`config.mk`:
```
export PLATFORM = sky130hd
export DESIGN_NAME = tinyalu_rr_arbiter
export DESIGN_NICKNAME = d
export VERILOG_FILES = /design/src/rtl/tinyalu_rr_arbiter.sv
export SDC_FILE = /design/constraint.sdc
export NUM_CORES = 1
export LEC_CHECK = 0
export ABC_AREA = 0
export CORE_MARGIN = 2
export CORE_UTILIZATION = 30
export DETAILED_ROUTE_END_ITERATION = 7
export GPL_TIMING_DRIVEN = 0
export REMOVE_ABC_BUFFERS = 1
export SKIP_LAST_GASP = 1
export SLEW_MARGIN = 20
export SYNTH_ARGS = -nofsm -noshare
export SYNTH_HDL_FRONTEND = slang
export SYNTH_SLANG_ARGS = --single-unit
```
`constraint.sdc`:
```
create_clock -name clk -period 6.64 [get_ports clk]
set_clock_uncertainty 0.05 [all_clocks]
set_input_delay 0.664 -clock clk [delete_from_list [all_inputs] [get_ports clk]]
set_output_delay 0.664 -clock clk [all_outputs]
set_load 0.01 [all_outputs]
```
`src/rtl/tinyalu_rr_arbiter.sv`:
```
// rtl/tinyalu_rr_arbiter.sv - round-robin arbiter sharing one TinyALU among NUM_REQ requesters
module tinyalu_rr_arbiter #(
    parameter int NUM_REQ        = 4,
    parameter int TIMEOUT_CYCLES = 16
) (
    input  logic                   clk,
    input  logic                   reset_n,
    input  logic [NUM_REQ-1:0]     req,
    input  logic [8*NUM_REQ-1:0]   req_a,
    input  logic [8*NUM_REQ-1:0]   req_b,
    input  logic [3*NUM_REQ-1:0]   req_op,
    output logic [NUM_REQ-1:0]     ack,
    output logic                   rsp_valid,
    output logic [2:0]             rsp_id,
    output logic [15:0]            rsp_result,
    output logic                   rsp_err,
    output logic                   start,
    output logic [7:0]             A,
    output logic [7:0]             B,
    output logic [2:0]             op,
    input  logic                   done,
    input  logic [15:0]            result
);

    localparam int CW = $clog2(TIMEOUT_CYCLES);
    localparam logic [NUM_REQ-1:0] ONE_HOT0 = {{(NUM_REQ-1){1'b0}}, 1'b1};

    typedef enum logic [1:0] {
        S_IDLE,
        S_BUSY,
        S_GAP
    } state_t;

    state_t             state_q;
    logic [2:0]         last_q;
    logic [2:0]         grant_q;
    logic [CW-1:0]      cnt_q;
    logic [NUM_REQ-1:0] ack_q;
    logic               rsp_valid_q;
    logic [2:0]         rsp_id_q;
    logic [15:0]        rsp_result_q;
    logic               rsp_err_q;
    logic               start_q;
    logic [7:0]         a_q;
    logic [7:0]         b_q;
    logic [2:0]         op_q;

    logic               win_found;
    logic [2:0]         win_id;
    logic [7:0]         win_a;
    logic [7:0]         win_b;
    logic [2:0]         win_op;

    // Round-robin pick: first requester above last, else first at or below last,
    // then mux out the winner's operands.
    always_comb begin
        win_found = 1'b0;
        win_id    = 3'd0;
        win_a     = 8'd0;
        win_b     = 8'd0;
        win_op    = 3'd0;
        for (int j = 0; j < NUM_REQ; j++) begin
            if (!win_found && req[j] && (j > int'(last_q))) begin
                win_found = 1'b1;
                win_id    = 3'(j);
            end
        end
        for (int j = 0; j < NUM_REQ; j++) begin
            if (!win_found && req[j] && (j <= int'(last_q))) begin
                win_found = 1'b1;
                win_id    = 3'(j);
            end
        end
        for (int j = 0; j < NUM_REQ; j++) begin
            if (3'(j) == win_id) begin
                win_a  = req_a[8*j +: 8];
                win_b  = req_b[8*j +: 8];
                win_op = req_op[3*j +: 3];
            end
        end
    end

    // Arbitration FSM with registered ALU handshake and response outputs.
    always_ff @(posedge clk or negedge reset_n) begin
        if (!reset_n) begin
            state_q      <= S_IDLE;
            last_q       <= 3'(NUM_REQ - 1);
            grant_q      <= 3'd0;
            cnt_q        <= '0;
            ack_q        <= '0;
            rsp_valid_q  <= 1'b0;
            rsp_id_q     <= 3'd0;
            rsp_result_q <= 16'h0000;
            rsp_err_q    <= 1'b0;
            start_q      <= 1'b0;
            a_q          <= 8'd0;
            b_q          <= 8'd0;
            op_q         <= 3'd0;
        end else begin
            ack_q       <= '0;
            rsp_valid_q <= 1'b0;
            rsp_err_q   <= 1'b0;
            case (state_q)
                S_IDLE: begin
                    if (win_found) begin
                        grant_q <= win_id;
                        last_q  <= win_id;
                        a_q     <= win_a;
                        b_q     <= win_b;
                        op_q    <= win_op;
                        cnt_q   <= '0;
                        if (win_op != 3'd0) begin
                            start_q <= 1'b1;
                            state_q <= S_BUSY;
                        end else begin
                            // no_op completes without touching the ALU
                            ack_q        <= ONE_HOT0 << win_id;
                            rsp_valid_q  <= 1'b1;
                            rsp_id_q     <= win_id;
                            rsp_result_q <= 16'h0000;
                            state_q      <= S_GAP;
                        end
                    end
                end
                S_BUSY: begin
                    if (done) begin
                        start_q      <= 1'b0;
                        ack_q        <= ONE_HOT0 << grant_q;
                        rsp_valid_q  <= 1'b1;
                        rsp_id_q     <= grant_q;
                        rsp_result_q <= result;
                        state_q      <= S_GAP;
                    end else if (cnt_q == CW'(TIMEOUT_CYCLES - 1)) begin
                        // watchdog abort: answer the requester with an error
                        start_q      <= 1'b0;
                        ack_q        <= ONE_HOT0 << grant_q;
                        rsp_valid_q  <= 1'b1;
                        rsp_err_q    <= 1'b1;
                        rsp_id_q     <= grant_q;
                        rsp_result_q <= 16'h0000;
                        state_q      <= S_GAP;
                    end else begin
                        cnt_q <= cnt_q + 1'b1;
                    end
                end
                S_GAP: begin
                    state_q <= S_IDLE;
                end
                default: begin
                    state_q <= S_IDLE;
                end
            endcase
        end
    end

    assign ack        = ack_q;
    assign rsp_valid  = rsp_valid_q;
    assign rsp_id     = rsp_id_q;
    assign rsp_result = rsp_result_q;
    assign rsp_err    = rsp_err_q;
    assign start      = start_q;
    assign A          = a_q;
    assign B          = b_q;
    assign op         = op_q;

endmodule

```
== After elaboration in Yosys (flattened, before gate mapping) ==
Cells that the tools add are included.

* Flip-flop bits (word level): 57
* Bits of input ports: 99

* $add $sub $neg: 1
* Magnitude comparators: 6
* Equality and inequality tests: 11
* Shifts and indexed selects: 2
* Mux-type cells: 62
* Reduce and logical (&&, ||, !) cells: 27

{| class="wikitable"
|+ Operators by type and width
! cell !! count
|-
| $mux W16 || 4
|-
| $mux W8 || 8
|-
| $mux W3 || 12
|-
| $pmux W16 S2 || 1
|-
| $mux W4 || 7
|-
| $mux W1 || 18
|-
| $pmux W4 S2 || 2
|-
| $logic_and A1 B1 Y1 || 12
|-
| $mux W2 || 6
|-
| $reduce_and A4 Y1 || 3
|-
| $ne A2 B2 Y1 const B || 5
|-
| $shl A1 B3 Y4 const A || 2
|-
| $eq A2 B3 Y1 const A || 2
|-
| $gt A2 B3 Y1 const A || 2
|-
| $le A2 B3 Y1 const A || 2
|-
| $logic_not A1 Y1 || 6
|-
| $pmux W3 S2 || 1
|-
| $add A4 B1 Y4 const B || 1
|-
| $eq A4 B4 Y1 const B || 1
|-
| $pmux W1 S2 || 2
|-
| $pmux W2 S2 || 1
|-
| $reduce_and A2 Y1 || 2
|-
| $eq A1 B3 Y1 const A || 1
|-
| $gt A1 B3 Y1 const A || 1
|-
| 7 further kinds || 7
|}

== Depth between registers and ports, before layout ==
* Depth after elaboration: 35
* Depth in mapped cells: 9
* Gate-level depth less buffers: 7

== Least setup slack after synthesis ==
No wires, ideal clock.

* Kind: input to register
* Start: input req[3]
* End: register rsp_id_q[0] (netlist: rsp_id[0])
* Arrival: 2.355 ns
* Slack: 4.110 ns
* Cell stages on the path: 9
* Path buffers: 2
* Cell sequence: buf_4 > or2_1 > a22oi_1 > nand3b_1 > a221o_1 > a21oi_2 > a31oi_1 > buf_6 > mux2_4

* Cells in the longest elaborated chain, start to end: 26

{| class="wikitable"
|+ RTL lines
! item !! RTL line !! text
|-
| start, declared || 8 || <nowiki>input logic [NUM_REQ-1:0] req,</nowiki>
|-
| $logic_and A1 B1 Y1 (2 in a row) || 63 || <nowiki>if (!win_found && req[j] && (j > int'(last_q))) begin</nowiki>
|-
| $mux W1 || 63 ||
|-
| $logic_not A1 Y1 || 69 || <nowiki>if (!win_found && req[j] && (j <= int'(last_q))) begin</nowiki>
|-
| $logic_and A1 B1 Y1 || 69 ||
|-
| $mux W1 || 69 ||
|-
| $logic_not A1 Y1 || 69 ||
|-
| $logic_and A1 B1 Y1 (2 in a row) || 69 ||
|-
| $mux W1 || 69 ||
|-
| [... 4 more ...] || n/a ||
|-
| $logic_not A1 Y1 || 69 ||
|-
| $logic_and A1 B1 Y1 (2 in a row) || 69 ||
|-
| $mux W3 || 69 ||
|-
| $logic_not A3 Y1 || 75 || <nowiki>if (3'(j) == win_id) begin</nowiki>
|-
| $mux W3 (4 in a row) || 75 ||
|-
| $reduce_bool A3 Y1 || 112 || <nowiki>if (win_op != 3'd0) begin</nowiki>
|-
| $ne A2 B2 Y1 (no source line) || n/a ||
|-
| $reduce_and A4 Y1 (no source line) || n/a ||
|-
| end signal, assigned || 119 || <nowiki>rsp_id_q <= win_id;</nowiki>
|-
| end signal, assigned || 130 || <nowiki>rsp_id_q <= grant_q;</nowiki>
|-
| end signal, assigned || 139 || <nowiki>rsp_id_q <= grant_q;</nowiki>
|-
| end, declared || 40 || <nowiki>logic [2:0] rsp_id_q;</nowiki>
|}

Parallel ways exist; a longest one is shown, timed or not. The select of a mux whose other input is x is not followed.
A chain may end at the register's enable or synchronous reset.

== Worst setup path after layout ==
* Start: input req[1]
* End: register rsp_result_q[1] (netlist: rsp_result[1])

* Cells in the longest elaborated chain, start to end: 33

{| class="wikitable"
|+ RTL lines
! item !! RTL line !! text
|-
| $logic_and A1 B1 Y1 || 63 ||
|-
| $mux W1 || 63 ||
|-
| $logic_not A1 Y1 || 63 ||
|-
| $logic_and A1 B1 Y1 (2 in a row) || 63 ||
|-
| $mux W1 || 63 ||
|-
| $logic_not A1 Y1 || 63 ||
|-
| $logic_and A1 B1 Y1 (2 in a row) || 63 ||
|-
| $mux W1 || 63 ||
|-
| [... 11 more ...] || n/a ||
|-
| $logic_not A1 Y1 || 69 ||
|-
| $logic_and A1 B1 Y1 (2 in a row) || 69 ||
|-
| $mux W3 || 69 ||
|-
| $logic_not A3 Y1 || 75 ||
|-
| $mux W3 (4 in a row) || 75 ||
|-
| $reduce_bool A3 Y1 || 112 ||
|-
| $ne A2 B2 Y1 (no source line) || n/a ||
|-
| $reduce_and A4 Y1 (no source line) (*) || n/a ||
|-
| end signal, assigned || 131 || <nowiki>rsp_result_q <= result;</nowiki>
|-
| end, declared || 41 || <nowiki>logic [15:0] rsp_result_q;</nowiki>
|}

Every way passes the cells marked *; elsewhere a longest branch is shown, timed or not.

==> results.py <==
metrics = {
    "cells_and_area": {
        "area_growth_pct": 57.4,
        "final_nets": 557,
        "drive_gt1_share_pct": 4.59,
        "n_fill_cell": 904,
        "layout_commonest_cell": "clkdlybuf4s50_1",
        "layout_common_cells": "clkdlybuf4s50_1, nor2_1, dfrtp_1, nand2_1, o21ai_0",
        "n_antenna_cell": 0,
    },
    "placement": {
        "post-dp-hpwl_um": 6410,
        "globalplace.congestion": 0.760,
        "port_buffers": 142,
    },
    "grt": {
        "grt_pass1_vias": 2709,
        "grt-ovfl-total": 0,
        "grt_max_degree": 55,
        "grt_pass1_wl_um": 13600,
        "antenna_found_initial": 0,
        "gr-usage-all-layers_pct": 16.8,
    },
    "floorplan": {
        "die_h_um": 101,
        "ioPinCount": 144,
        "fp-row-count": 35,
        "dieWidth_um": 101,
        "dieArea_mm2": 0.0102,
        "core_mm2": 0.00915,
        "start_util_pct": 30.7,
    },
    "status": {
        "outcome": "finished clean",
    },
    "cts": {
        "htreeDepth": 2,
        "cts_resized": 0,
        "clock_latency_ps": 300,
        "cts-root-buf": "clkbuf_8",
        "cts.path.max_buffers": 2,
        "post-cts-setup-buffers": 0,
        "clkTransAtPathRegs_ps": 100,
        "cts_buffers": 5,
        "postCtsHoldBufs": 0,
        "cts_tree": "done",
        "cts.sinks": 54,
    },
    "timing": {
        "worst_pin_slew_ps": 845,
        "period_needed_ps": 3590,
        "finalSetupViolations": 0,
        "maxSlewViolCount": 0,
        "tns_ps": 0,
        "hold_viol": 0,
        "period_share_pct": 54.0,
        "fmaxAchievable_mhz": 279,
        "rsz0062_at_grt": "no",
        "slew_headroom_pct": 43.6,
    },
    "synth": {
        "ys_ff_latch": 54,
        "synth-edff-count": 0,
        "syn_avg_cell_area_um2": 8.62,
        "synth-main-ff-cell": "dfrtp_1",
        "synth_warnings": 0,
        "synth.distinct_cells": 44,
        "synth_cells": 326,
        "netlist_area_mm2": 0.00281,
        "async_flop_share_pct": 100,
        "ys_seq_area_share_pct": 48.2,
    },
    "setup_path": {
        "cp_cell_sequence": "clkdlybuf4s50_1, nor2b_1, a32o_1, o2bb2a_1, a31oi_1, a21oi_2, a31oi_2, buf_6, a22o_1",
        "cp-endpoint": "rsp_result[1]",
        "crit_type": "primary input to flop",
        "cp_num_buf_inv": 2,
        "cpPeakStageDelay_ps": 710,
        "crit_family": "compound AO/OA/AOI/OAI gates",
        "cp_max_fo": 20,
        "reg2reg_slack_ps": 3460,
        "reg2reg_from": "last_q[1]",
        "required_ps": 6830,
        "path_depth": 9,
        "cp.arrival_ps": 3780,
        "slowest_stage": "a32o_1",
        "setup.worst_path.start_class": "primary input",
        "timing.rr.end": "rsp_result[1]",
        "worst-r2r-cell-count": 8,
        "worstSetupEndpointType": "flop",
        "crit_start": "req[1]",
    },
    "power": {
        "p_leak_nw": 1.81,
        "p_total_mw": 1.75,
        "powerDensity_mw_per_mm2": 395,
        "peakVddDrop_v": 0.000145,
    },
    "route": {
        "dr.pass1.iters": 4,
        "wl_per_cell_um": 14.7,
        "drt-total-wl_um": 8380,
        "via_per_inst": 4.98,
        "drc": 0,
        "via_count": 2835,
        "drt-initial-drc-count": 97,
        "ant_nets": 0,
    },
    "min_path": {
        "hold_class": "primary input to async pin",
    },
    "job": {
        "drv_cap": 0,
    },
}
-- state kept, by name (all words and copies together) (netlist names) --
register    flops
cnt_q           4
B               8
grant_q         2
state_q         2
rsp_id          2
start           1
ack             4
last_q          2
rsp_err         1
rsp_result     16
op              3
A               8
rsp_valid       1
-- power by group --
group / switching, mW / total, mW / internal (mW)
combinational: 0.465 / 0.952 / 0.487
sequential: 0.0999 / 0.576 / 0.476
clock: 0.108 / 0.221 / 0.113
total: 0.673 / 1.75 / 1.08
-- cell usage after synthesis (2+ instances only) --
cell type,instances,share of area (%)
a21oi_1,6,1.1
nand3_1,5,0.89
dfstp_2,2,1.9
a21o_1,5,1.3
buf_2,4,0.71
inv_1,8,1.1
o21ai_0,43,7.7
nand2_1,49,6.5
a22oi_1,2,0.53
clkbuf_1,11,1.5
o22ai_1,3,0.67
nor3_1,2,0.36
xor2_1,2,0.62
nand2b_1,4,0.89
mux2_4,2,1.1
buf_6,3,1.2
dfrtp_1,52,46
buf_4,4,1.1
nor2_1,53,7.1
a221o_1,2,0.71
nor2b_1,4,0.89
o21ai_1,3,0.53
a22o_1,17,5.3
a31oi_1,20,4.5
-- final cells by class --
class / instances / area, µm² / share of cell area, %
multi-input cells: 241 / 1320 / 29.8
clock buffers: 6 / 72.6 / 1.64
repair buffers: 147 / 1480 / 33.3
clock inverters: 2 / 37.5 / 0.848
well taps: 111 / 139 / 3.14
flip-flops and latches: 54 / 1350 / 30.6
inverters: 8 / 30.0 / 0.679
-- stage by stage --
step	cells	util [%]	worst slack [ps]	cell area [µm²]	hold slack (ps)
finish	569	48.4	3050	4430	340
global route	569	48.4	2840	4430	393
CTS	569	48.4	3010	4430	368
detailed placement	561	47.1	2710	4320	423
global placement	556	46.4	919	4240	416
floorplan	303	-	3110	2680	318
-- metal layers --
metal  global-route usage, %  part of all wire [%]  vias up  wire length [µm]
li1                        -                     -     1398                 -
met1                    22.7                    45     1308              3730
met2                    27.0                    46      119              3830
met3                    3.61                   7.9       10               664
met4                    5.27                   1.8        0               153
met5                       0                     0        -                 0
-- worst min-delay path by stage --
| stage | end | depth (start not counted) | from |
|---|---|---|---|
| CTS | cnt_q[2] | 1 | reset_n |
| floorplan | A[0] | 0 | reset_n |
| detailed placement | op[0] | 2 | op[0] |
| finish | cnt_q[2] | 1 | reset_n |
| global placement | op[0] | 2 | op[0] |
| global route | cnt_q[2] | 1 | reset_n |
-- logic make-up (layout without fill, tap and decap cells) --
kind of cell	Yosys count	after routing	share of synthesized area, %
AOI/OAI and AO/OA	110	110	25.2
other	1	1	0.133
DFF	54	54	48.2
and+or+nand+nor	124	124	18.4
xor gates and xnor gates	3	3	0.935
adders and majority gates	1	1	0.445
buffers and inverters	31	163	5.65
muxes	2	2	1.07
-- worst reg2reg max path, cell delays in order, from the launching register on --
cell and delay [ps]:
dfstp_2 710, o2bb2ai_1 150, a32o_1 740, o2bb2a_1 310
a31oi_1 290, a21oi_2 90, a31oi_2 380, buf_6 240
a22o_1 170
Note: power is estimated with default switching activity, not from simulation.
